### src/rtl/game_pacman.sv
// game_pacman: Pac-Man movement/state controller (position, facing, tile coords, score).
// Optional feature macro: PAC_TUNNEL_EN (side tunnels wrap pac_x instead of clamping).
module game_pacman #(
  parameter int START_X     = 119,
  parameter int START_Y     = 227,
  parameter int SPEED_DIV   = 1,
  parameter int DEATH_TICKS = 90,
  parameter int MAZE_W_PX   = 224
) (
  input  logic        clk_i,
  input  logic        rst_ni,
  input  logic        start_i,
  input  logic        tick_i,
  input  logic [1:0]  req_dir_i,
  input  logic        req_valid_i,
  input  logic [7:0]  tile_info_i,
  input  logic        pac_pellet_i,
  input  logic        power_pellet_i,
  input  logic        caught_i,
  output logic [9:0]  pac_x_o,
  output logic [9:0]  pac_y_o,
  output logic [1:0]  pac_dir_o,
  output logic [6:0]  pac_xtile_o,
  output logic [6:0]  pac_ytile_o,
  output logic        moving_o,
  output logic        alive_o,
  output logic [15:0] score_o
);

  localparam int DW = (DEATH_TICKS > 1) ? $clog2(DEATH_TICKS) : 1;

  localparam logic [9:0]    X_START    = 10'(START_X);
  localparam logic [9:0]    Y_START    = 10'(START_Y);
  localparam logic [9:0]    X_MAX      = 10'(MAZE_W_PX - 1);
  localparam logic [3:0]    SPD_LAST   = 4'(SPEED_DIV - 1);
  localparam logic [DW-1:0] DEATH_LAST = DW'(DEATH_TICKS - 1);
  localparam logic [1:0]    DIR_LEFT   = 2'd2;

  typedef enum logic [1:0] {
    S_IDLE  = 2'd0,
    S_RUN   = 2'd1,
    S_EAT   = 2'd2,
    S_DYING = 2'd3
  } state_e;

  state_e        state_q, state_d;
  logic [9:0]    x_q, x_d;
  logic [9:0]    y_q, y_d;
  logic [1:0]    dir_q, dir_d;
  logic [1:0]    pend_q, pend_d;
  logic [3:0]    spd_q, spd_d;
  logic [DW-1:0] death_q, death_d;
  logic          moving_q, moving_d;
  logic [15:0]   score_q, score_d;

  logic          centre;
  logic          reverse;
  logic          wrap;
  logic          step_ok;
  logic [1:0]    new_dir;
  logic [9:0]    step_x;
  logic [9:0]    step_y;
  logic [16:0]   score_sum;
  logic [15:0]   score_sat;

  // Wall and door tiles both stop Pac-Man; classes 00 and 11 are walkable.
  function automatic logic is_blocked(input logic [7:0] ti, input logic [1:0] d);
    logic [1:0] cls;
    cls = 2'(ti >> {d, 1'b0});
    return (cls == 2'b01) || (cls == 2'b10);
  endfunction

  always_comb begin
    centre  = (x_q[2:0] == 3'd3) && (y_q[2:0] == 3'd3);
    reverse = (pend_q == (dir_q ^ 2'b10));
    new_dir = dir_q;
    if (reverse || (centre && !is_blocked(tile_info_i, pend_q))) begin
      new_dir = pend_q;
    end

    wrap    = 1'b0;
    step_ok = 1'b1;
    step_x  = x_q;
    step_y  = y_q;
    unique case (new_dir)
      2'd0: begin
        if (x_q == X_MAX) begin
`ifdef PAC_TUNNEL_EN
          step_x = '0;
          wrap   = 1'b1;
`else
          step_ok = 1'b0;
`endif
        end else begin
          step_x = x_q + 10'd1;
        end
      end
      2'd1: step_y = y_q - 10'd1;
      2'd2: begin
        if (x_q == '0) begin
`ifdef PAC_TUNNEL_EN
          step_x = X_MAX;
          wrap   = 1'b1;
`else
          step_ok = 1'b0;
`endif
        end else begin
          step_x = x_q - 10'd1;
        end
      end
      default: step_y = y_q + 10'd1;
    endcase

    if (centre && !wrap && is_blocked(tile_info_i, new_dir)) begin
      step_ok = 1'b0;
    end
    if (!step_ok) begin
      step_x = x_q;
      step_y = y_q;
    end
  end

  always_comb begin
    score_sum = {1'b0, score_q}
              + (pac_pellet_i   ? 17'd10 : 17'd0)
              + (power_pellet_i ? 17'd50 : 17'd0);
    score_sat = score_sum[16] ? 16'hFFFF : score_sum[15:0];
  end

  // A pellet pulse still lets a coincident tick take its step; the pause follows on the next tick.
  always_comb begin
    state_d  = state_q;
    x_d      = x_q;
    y_d      = y_q;
    dir_d    = dir_q;
    spd_d    = spd_q;
    death_d  = death_q;
    moving_d = moving_q;
    score_d  = score_q;
    pend_d   = req_valid_i ? req_dir_i : pend_q;

    unique case (state_q)
      S_IDLE: begin
        if (start_i) state_d = S_RUN;
      end
      S_RUN: begin
        if (caught_i) begin
          state_d  = S_DYING;
          death_d  = '0;
          moving_d = 1'b0;
        end else begin
          if (tick_i) begin
            if (spd_q == SPD_LAST) begin
              spd_d    = '0;
              dir_d    = new_dir;
              x_d      = step_x;
              y_d      = step_y;
              moving_d = step_ok;
            end else begin
              spd_d = spd_q + 4'd1;
            end
          end
          if (pac_pellet_i || power_pellet_i) begin
            score_d = score_sat;
            state_d = S_EAT;
          end
        end
      end
      S_EAT: begin
        if (tick_i) begin
          state_d  = S_RUN;
          moving_d = 1'b0;
        end
      end
      default: begin
        if (tick_i) begin
          if (death_q == DEATH_LAST) begin
            state_d  = S_IDLE;
            x_d      = X_START;
            y_d      = Y_START;
            dir_d    = DIR_LEFT;
            moving_d = 1'b0;
          end else begin
            death_d = death_q + DW'(1);
          end
        end
      end
    endcase
  end

  always_ff @(posedge clk_i or negedge rst_ni) begin
    if (!rst_ni) begin
      state_q  <= S_IDLE;
      x_q      <= X_START;
      y_q      <= Y_START;
      dir_q    <= DIR_LEFT;
      pend_q   <= DIR_LEFT;
      spd_q    <= '0;
      death_q  <= '0;
      moving_q <= 1'b0;
      score_q  <= '0;
    end else begin
      state_q  <= state_d;
      x_q      <= x_d;
      y_q      <= y_d;
      dir_q    <= dir_d;
      pend_q   <= pend_d;
      spd_q    <= spd_d;
      death_q  <= death_d;
      moving_q <= moving_d;
      score_q  <= score_d;
    end
  end

  assign pac_x_o     = x_q;
  assign pac_y_o     = y_q;
  assign pac_dir_o   = dir_q;
  assign pac_xtile_o = x_q[9:3];
  assign pac_ytile_o = y_q[9:3] - 7'd3;
  assign moving_o    = moving_q;
  assign alive_o     = (state_q != S_DYING);
  assign score_o     = score_q;

endmodule

### config.mk
export PLATFORM = sky130hd
export DESIGN_NAME = game_pacman
export DESIGN_NICKNAME = d
export VERILOG_FILES = /design/src/rtl/game_pacman.sv
export SDC_FILE = /design/constraint.sdc
export NUM_CORES = 1
export LEC_CHECK = 0
export CORE_AREA = 8 8 87 105
export CTS_CLUSTER_DIAMETER = 80
export DETAILED_ROUTE_END_ITERATION = 8
export DIE_AREA = 0 0 95 113
export GPL_ROUTABILITY_DRIVEN = 0
export GPL_TIMING_DRIVEN = 1
export PLACE_DENSITY = 0.8
export SYNTH_ARGS = -nofsm -noshare
export SYNTH_HDL_FRONTEND = slang
export SYNTH_SLANG_ARGS = --single-unit
### constraint.sdc
create_clock -name clk_i -period 4.6 [get_ports clk_i]
set_clock_uncertainty 0.05 [all_clocks]
set_input_delay 0.92 -clock clk_i [delete_from_list [all_inputs] [get_ports clk_i]]
set_output_delay 0.92 -clock clk_i [all_outputs]
set_load 0.01 [all_outputs]
======== Yosys cells after proc, flatten, opt, wreduce, memory -nomap -nowiden ========
Cells that the tools add are included.
operators by class
  add/sub/neg operators ................... 9
  $mul .................................... 0
  divide/modulo/power cells ............... 0
  magnitude comparators ................... 0
  eq/ne operators ......................... 27
  shift-type cells ........................ 2
  mux-type cells .......................... 51
  bitwise gates (word level) .............. 4
  reductions and logical operators ........ 28
operators by type and width
  cell                                                                   count
  10-bit 2-to-1 mux                                                      14
  10-bit one-hot mux with 2 select lines                                 4
  2-bit 2-to-1 mux                                                       12
  7-bit 2-to-1 mux                                                       3
  10-bit by 1-bit adder with 10-bit output (second input constant)       2
  10-bit by 1-bit subtractor with 10-bit output (second input constant)  2
  16-bit by 4-bit adder with 17-bit output                               1
  17-bit by 6-bit adder with 17-bit output                               1
  16-bit 2-to-1 mux                                                      1
  2-bit inequality test (second input constant)                          8
  8-bit by 3-bit >> shifter with 2-bit output                            2
  7-bit one-hot mux with 2 select lines                                  1
  3-bit inequality test (second input constant)                          4
  10-bit by 8-bit == test with 1-bit output (second input constant)      1
  10-bit logical NOT                                                     1
  5-bit AND reduction                                                    2
  1-bit 2-to-1 mux                                                       9
  9-bit AND reduction                                                    1
  2-bit by 1-bit == test with 1-bit output (second input constant)       4
  2-bit == test (second input constant)                                  4
  4-bit 2-to-1 mux                                                       2
  7-bit by 1-bit adder with 7-bit output (second input constant)         1
  7-bit == test (second input constant)                                  1
  7-bit AND reduction                                                    1
  24 further kinds                                                       39
word-level totals
  register bits ........................... 54
  bits in latches ......................... 0
  bits in writable memories ............... 0
  ROM bits ................................ 0
  input bits .............................. 18
  output and inout bits ................... 54
  logic and storage cells ................. 130
  memories kept ........................... 0

======== Longest topological paths before layout ========
Gate-level depths: netlist of run 1.
  depth in word-level cells ............... 17
  mapped depth ............................ 16

======== Worst setup path after synthesis of run 1 ========
OpenSTA, ideal clock, no wires.
  path kind ............................... input to register
  start ................................... input tile_info_i[6]
  end ..................................... register x_q[8] (netlist: pac_x_o[8])
  arrival time ............................ 3,871 ps
  setup slack ............................. 558 ps
  stages .................................. 15
  path buffers ............................ 2
  path through ............................ xnor2_1 -> mux2_2 -> a31oi_1 -> nor2_1 -> buf_2 -> nor2_2 -> buf_4 -> xnor2_1 -> ha_1 -> or4_1 -> or4_1 -> a21oi_1 -> mux2i_1 -> a21o_1 -> a22o_1
on the way
  cells in the longest elaborated chain, start to end .. 14
  elaborated cells between the ends (all ways) .. 28
RTL lines
  what                                                                                                   line      RTL
  start, declared                                                                                        16        input logic [7:0] tile_info_i,
  8-bit by 3-bit >> shifter with 2-bit output                                                            69        cls = 2'(ti >> {d, 1'b0});
  2-bit by 1-bit == test with 1-bit output / 2-bit == test (equally long branches)                       70        return (cls == 2'b01) || (cls == 2'b10);
  1-bit logical OR                                                                                       70
  1-bit logical NOT                                                                                      77        if (reverse || (centre && !is_blocked(tile_info_i, pend_q))) begin
  1-bit logical AND                                                                                      77
  1-bit logical OR                                                                                       77
  2-bit 2-to-1 mux                                                                                       77
  8-bit by 3-bit >> shifter with 2-bit output (tied with other cells)                                    69
  2-bit by 1-bit == test with 1-bit output (tied with other cells)                                       70
  1-bit logical OR / 10-bit 2-to-1 mux (equally long branches)                                           70, 117
  1-bit logical AND / 10-bit 2-to-1 mux (equally long branches)                                          114, 153
  1-bit 2-to-1 mux / 10-bit 2-to-1 mux (equally long branches)                                           114, 152
  2-bit inequality test (no source line) / 10-bit 2-to-1 mux (equally long branches)                     -
  9-bit AND reduction (no source line) / 10-bit one-hot mux with 2 select lines (equally long branches)  -
  end signal, assigned                                                                                   194       x_q <= X_START;
  end signal, assigned                                                                                   204       x_q <= x_d;
  end, declared                                                                                          47        logic [9:0] x_q, x_d;
Several ways; a longest one is shown, not always the timed one. The select of a mux whose other input is x is not followed.
A chain may end at the register's enable or synchronous reset.

======== Final worst setup path of run 1 ========
  start ................................... input tile_info_i[7]
  end ..................................... register y_q[8] (netlist: pac_y_o[8])
on the way
  cells in the longest elaborated chain, start to end .. 15
  elaborated cells between the ends (all ways) .. 28
RTL lines
  what                                                                              line  RTL
  8-bit by 3-bit >> shifter with 2-bit output                                       69
  2-bit by 1-bit == test with 1-bit output / 2-bit == test (equally long branches)  70
  1-bit logical OR                                                                  70
  1-bit logical NOT                                                                 77
  1-bit logical AND                                                                 77
  1-bit logical OR                                                                  77
  2-bit 2-to-1 mux                                                                  77
  2-bit == test / 2-bit logical NOT (equally long branches)                         85    unique case (new_dir)
  2-bit OR reduction (no source line)                                               -
  10-bit one-hot mux with 2 select lines                                            85
  10-bit 2-to-1 mux                                                                 117   if (!step_ok) begin
  10-bit 2-to-1 mux                                                                 153   if (spd_q == SPD_LAST) begin
  10-bit 2-to-1 mux                                                                 152   if (tick_i) begin
  10-bit 2-to-1 mux                                                                 147   if (caught_i) begin
  10-bit one-hot mux with 2 select lines                                            142   unique case (state_q)
  end signal, assigned                                                              205   y_q <= y_d;
  end, declared                                                                     48    logic [9:0] y_q, y_d;
Several ways; a longest one is shown, not always the timed one. The select of a mux whose other input is x is not followed.

==> qor.yml, run 1 <==
ant_nets: 0
crit_arrival_ns: 4.27
synthFlopType: "dfrtp_1"
fin_crit_ns: 4.112
syn_inst: 425
cts_buffer_depth: 2
antenna_cells: 0
layout_common_cells: "clkdlybuf4s50_1, nand2_1, dfrtp_1, nor2_1, a21oi_1"
finalCritPeriodShare_pct: 89.38
cts.repair.resized: 0
ys_seq_area_share_pct: 35.45
setup_viol: 0
drt-initial-drc-count: 127
fmax_ghz: 0.2432
yosys_warnings: 0
p_clk_share_pct: 10.3
p_int_mw: 1.602
grt_max_degree: 48
grt_use_total_pct: 17.33
synth_edf_count: 0
h-tree-depth: 2
hold_buffers: 0
yosysUniqueCellTypes: 66
yosys.area.top_type_share_pct: 26.60
rsz0062_at_grt: "false"
slew_viol_final: 0
io_pins: 72
clock-sinks: 54
final_util_pct: 62.67
post_cts_buffers: 0
final_common_cell: "clkdlybuf4s50_1"
worst_pin_slew_ns: 0.7140
area_delta_synth_final_pct: 21.67
drive_gt1_share_pct: 11.91
layout.nets: 523
initial_utilization_pct: 51.51
vias: 3374
die_w_microns: 95
synth_area_leaders: "dfrtp_1, dfstp_2, ha_1"
finalWirelength_microns: 9211
cts_tree: "built"
critical_path.endpoint_type: "register"
max_cap_viol_count: 0
p_sw_share_pct: 43.01
clk_latency_ns: 0.31
wl_per_cell_microns: 15.91
startpoint_type: "primary input"
core_area_sq_mm: 0.007488
crit_fanout: 10
hold_viol_final: 0
num_rows: 35
clk_pin_slew_ns: 0.10
ir_drop_mv: 0.3309
cts-root-buf: "clkbuf_8"
dr.pass1.iters: 4
path_class: "in2reg"
crit_required_ns: 4.76
postSynthAreaPerCell_sq_um: 9.076
numPortBuffers: 71
syn_area_sq_mm: 0.003857
syn-num-nets: 462
synthArstFlopShare_pct: 100.0
hp-class: "in2async"
synth_top_area_cell: "dfrtp_1"
timing.hold.ws_ns: 0.3815
fin_tns_setup_ns: 0
ys_ff_latch: 54
total_leakage_power_nw: 1.971
fin_ws_ns: 0.4884
antenna_found_initial: 0
dp_slack_ns: 0.1913
drcViolationCount: 0
grt_pass1_wl_microns: 15320
pwr-share-comb_pct: 56.2
outcome: "finished clean"
vias_per_cell: 5.827
worst_slew_margin_rel_pct: 52.14
p_per_area_mw_per_mm2: 599.1
hpwl_microns: 7085
p_seq_share_pct: 33.5
grt.overflow.total: 0
grt_pass1_vias: 3357
cts-buffers-inserted: 5
die_height_microns: 113
fp.dieArea_sq_mm: 0.01074
power_switching_mw: 1.209
-- layout make-up --
type	instances	area, sq um
inverter	16	65.06
tap	92	115.1
clock inverter	2	16.27
clock buffer	6	82.58
multi-input combinational	330	2281
sequential	54	1368
fill	636	2795
timing repair buffer	79	765.7
-- cell families after synthesis --
family / after synthesis / share of synthesized area (%)
AND/OR/NAND/NOR: 159 / 21.80
XOR/XNOR: 31 / 7.039
buffers and inverters: 41 / 5.417
AO/OA/AOI/OAI: 97 / 17.42
multiplexers: 24 / 6.520
adder cells (fa/ha/maj): 19 / 6.358
flip-flops: 54 / 35.45
-- sequential cells by signal (all words and copies together) (netlist names) --
name	cells
pend_q	2
death_q	7
pac_dir_o	2
state_q	2
pac_y_o	10
score_o	16
moving_o	1
spd_q	4
pac_x_o	10
-- synth_stat cells (10+ instances only) --
library cell / count
dfstp_2: 13
a21oi_1: 29
dfrtp_1: 41
inv_1: 15
ha_1: 18
mux2i_1: 15
nor2_1: 30
xor2_1: 16
nand3_1: 13
xnor2_1: 15
clkbuf_1: 11
nor3_1: 10
o21ai_0: 14
nand2_1: 41
-- per-layer routing --
layer  GRT usage, %  vias to the layer above  wire (microns)
met3          3.907                       10             511
met1          18.43                     1651            3629
met4          5.741                        0             137
li1               -                     1633               -
met5              0                        -               0
met2          32.20                       80            4933
-- worst paths after layout --
check	slack, ns	to	depth (start not counted)	start
min in group clk_i	0.44	spd_q[3]	1	spd_q[3]
setup reg to reg	0.74	pac_y_o[8]	14	pac_y_o[0]
max in group asynchronous	3.28	score_o[14]	2	rst_ni
setup / recovery	0.49	pac_y_o[8]	15	tile_info_i[7]
hold / removal	0.38	pac_x_o[8]	1	rst_ni
hold reg to reg	0.44	spd_q[3]	1	spd_q[3]
-- worst max-delay path, cell delays in order --
cell and delay, ns:
clkdlybuf4s50_1 0.51, xor2_1 0.26, mux2i_1 0.12, a31oi_1 0.24, and2_2 0.27, nand2_4 0.10, inv_6 0.12, xnor2_1 0.07
ha_1 0.23, or4_1 0.54, or2_2 0.30, a31oi_1 0.16, a21oi_1 0.07, xor2_1 0.14, a22o_1 0.23
-- power groups by stage --
| stage | Clock [mW] | Sequential [mW] | Combinational (mW) |
|---|---|---|---|
| 2_1_floorplan | 0 | 0.887 | 1.04 |
| 3_3_place_gp | 0 | 0.940 | 1.53 |
| 3_5_place_dp | 0 | 0.949 | 1.59 |
| 4_1_cts | 0.302 | 0.942 | 1.59 |
| 5_1_grt | 0.319 | 0.978 | 1.74 |
| 6_report | 0.291 | 0.942 | 1.58 |
-- metrics by stage --
stage / instances / area, sq um / power (mW)
floorplan: 425 / 3857 / 1.932
global placement: 571 / 4594 / 2.474
detailed placement: 571 / 4594 / 2.536
CTS: 579 / 4693 / 2.836
global route: 579 / 4693 / 3.033
finish: 579 / 4693 / 2.812
(Power assumes the default switching activity.)
==> run 2: changes to the inputs <==
--- a/config.mk
+++ b/config.mk
@@ -12,6 +12,7 @@
 export GPL_ROUTABILITY_DRIVEN = 0
 export GPL_TIMING_DRIVEN = 1
 export PLACE_DENSITY = 0.8
+export SLEW_MARGIN = 20
 export SYNTH_ARGS = -nofsm -noshare
 export SYNTH_HDL_FRONTEND = slang
 export SYNTH_SLANG_ARGS = --single-unit
==> results of run 2 <==
Final layout, timing and power as in run 1 (identical DEF).
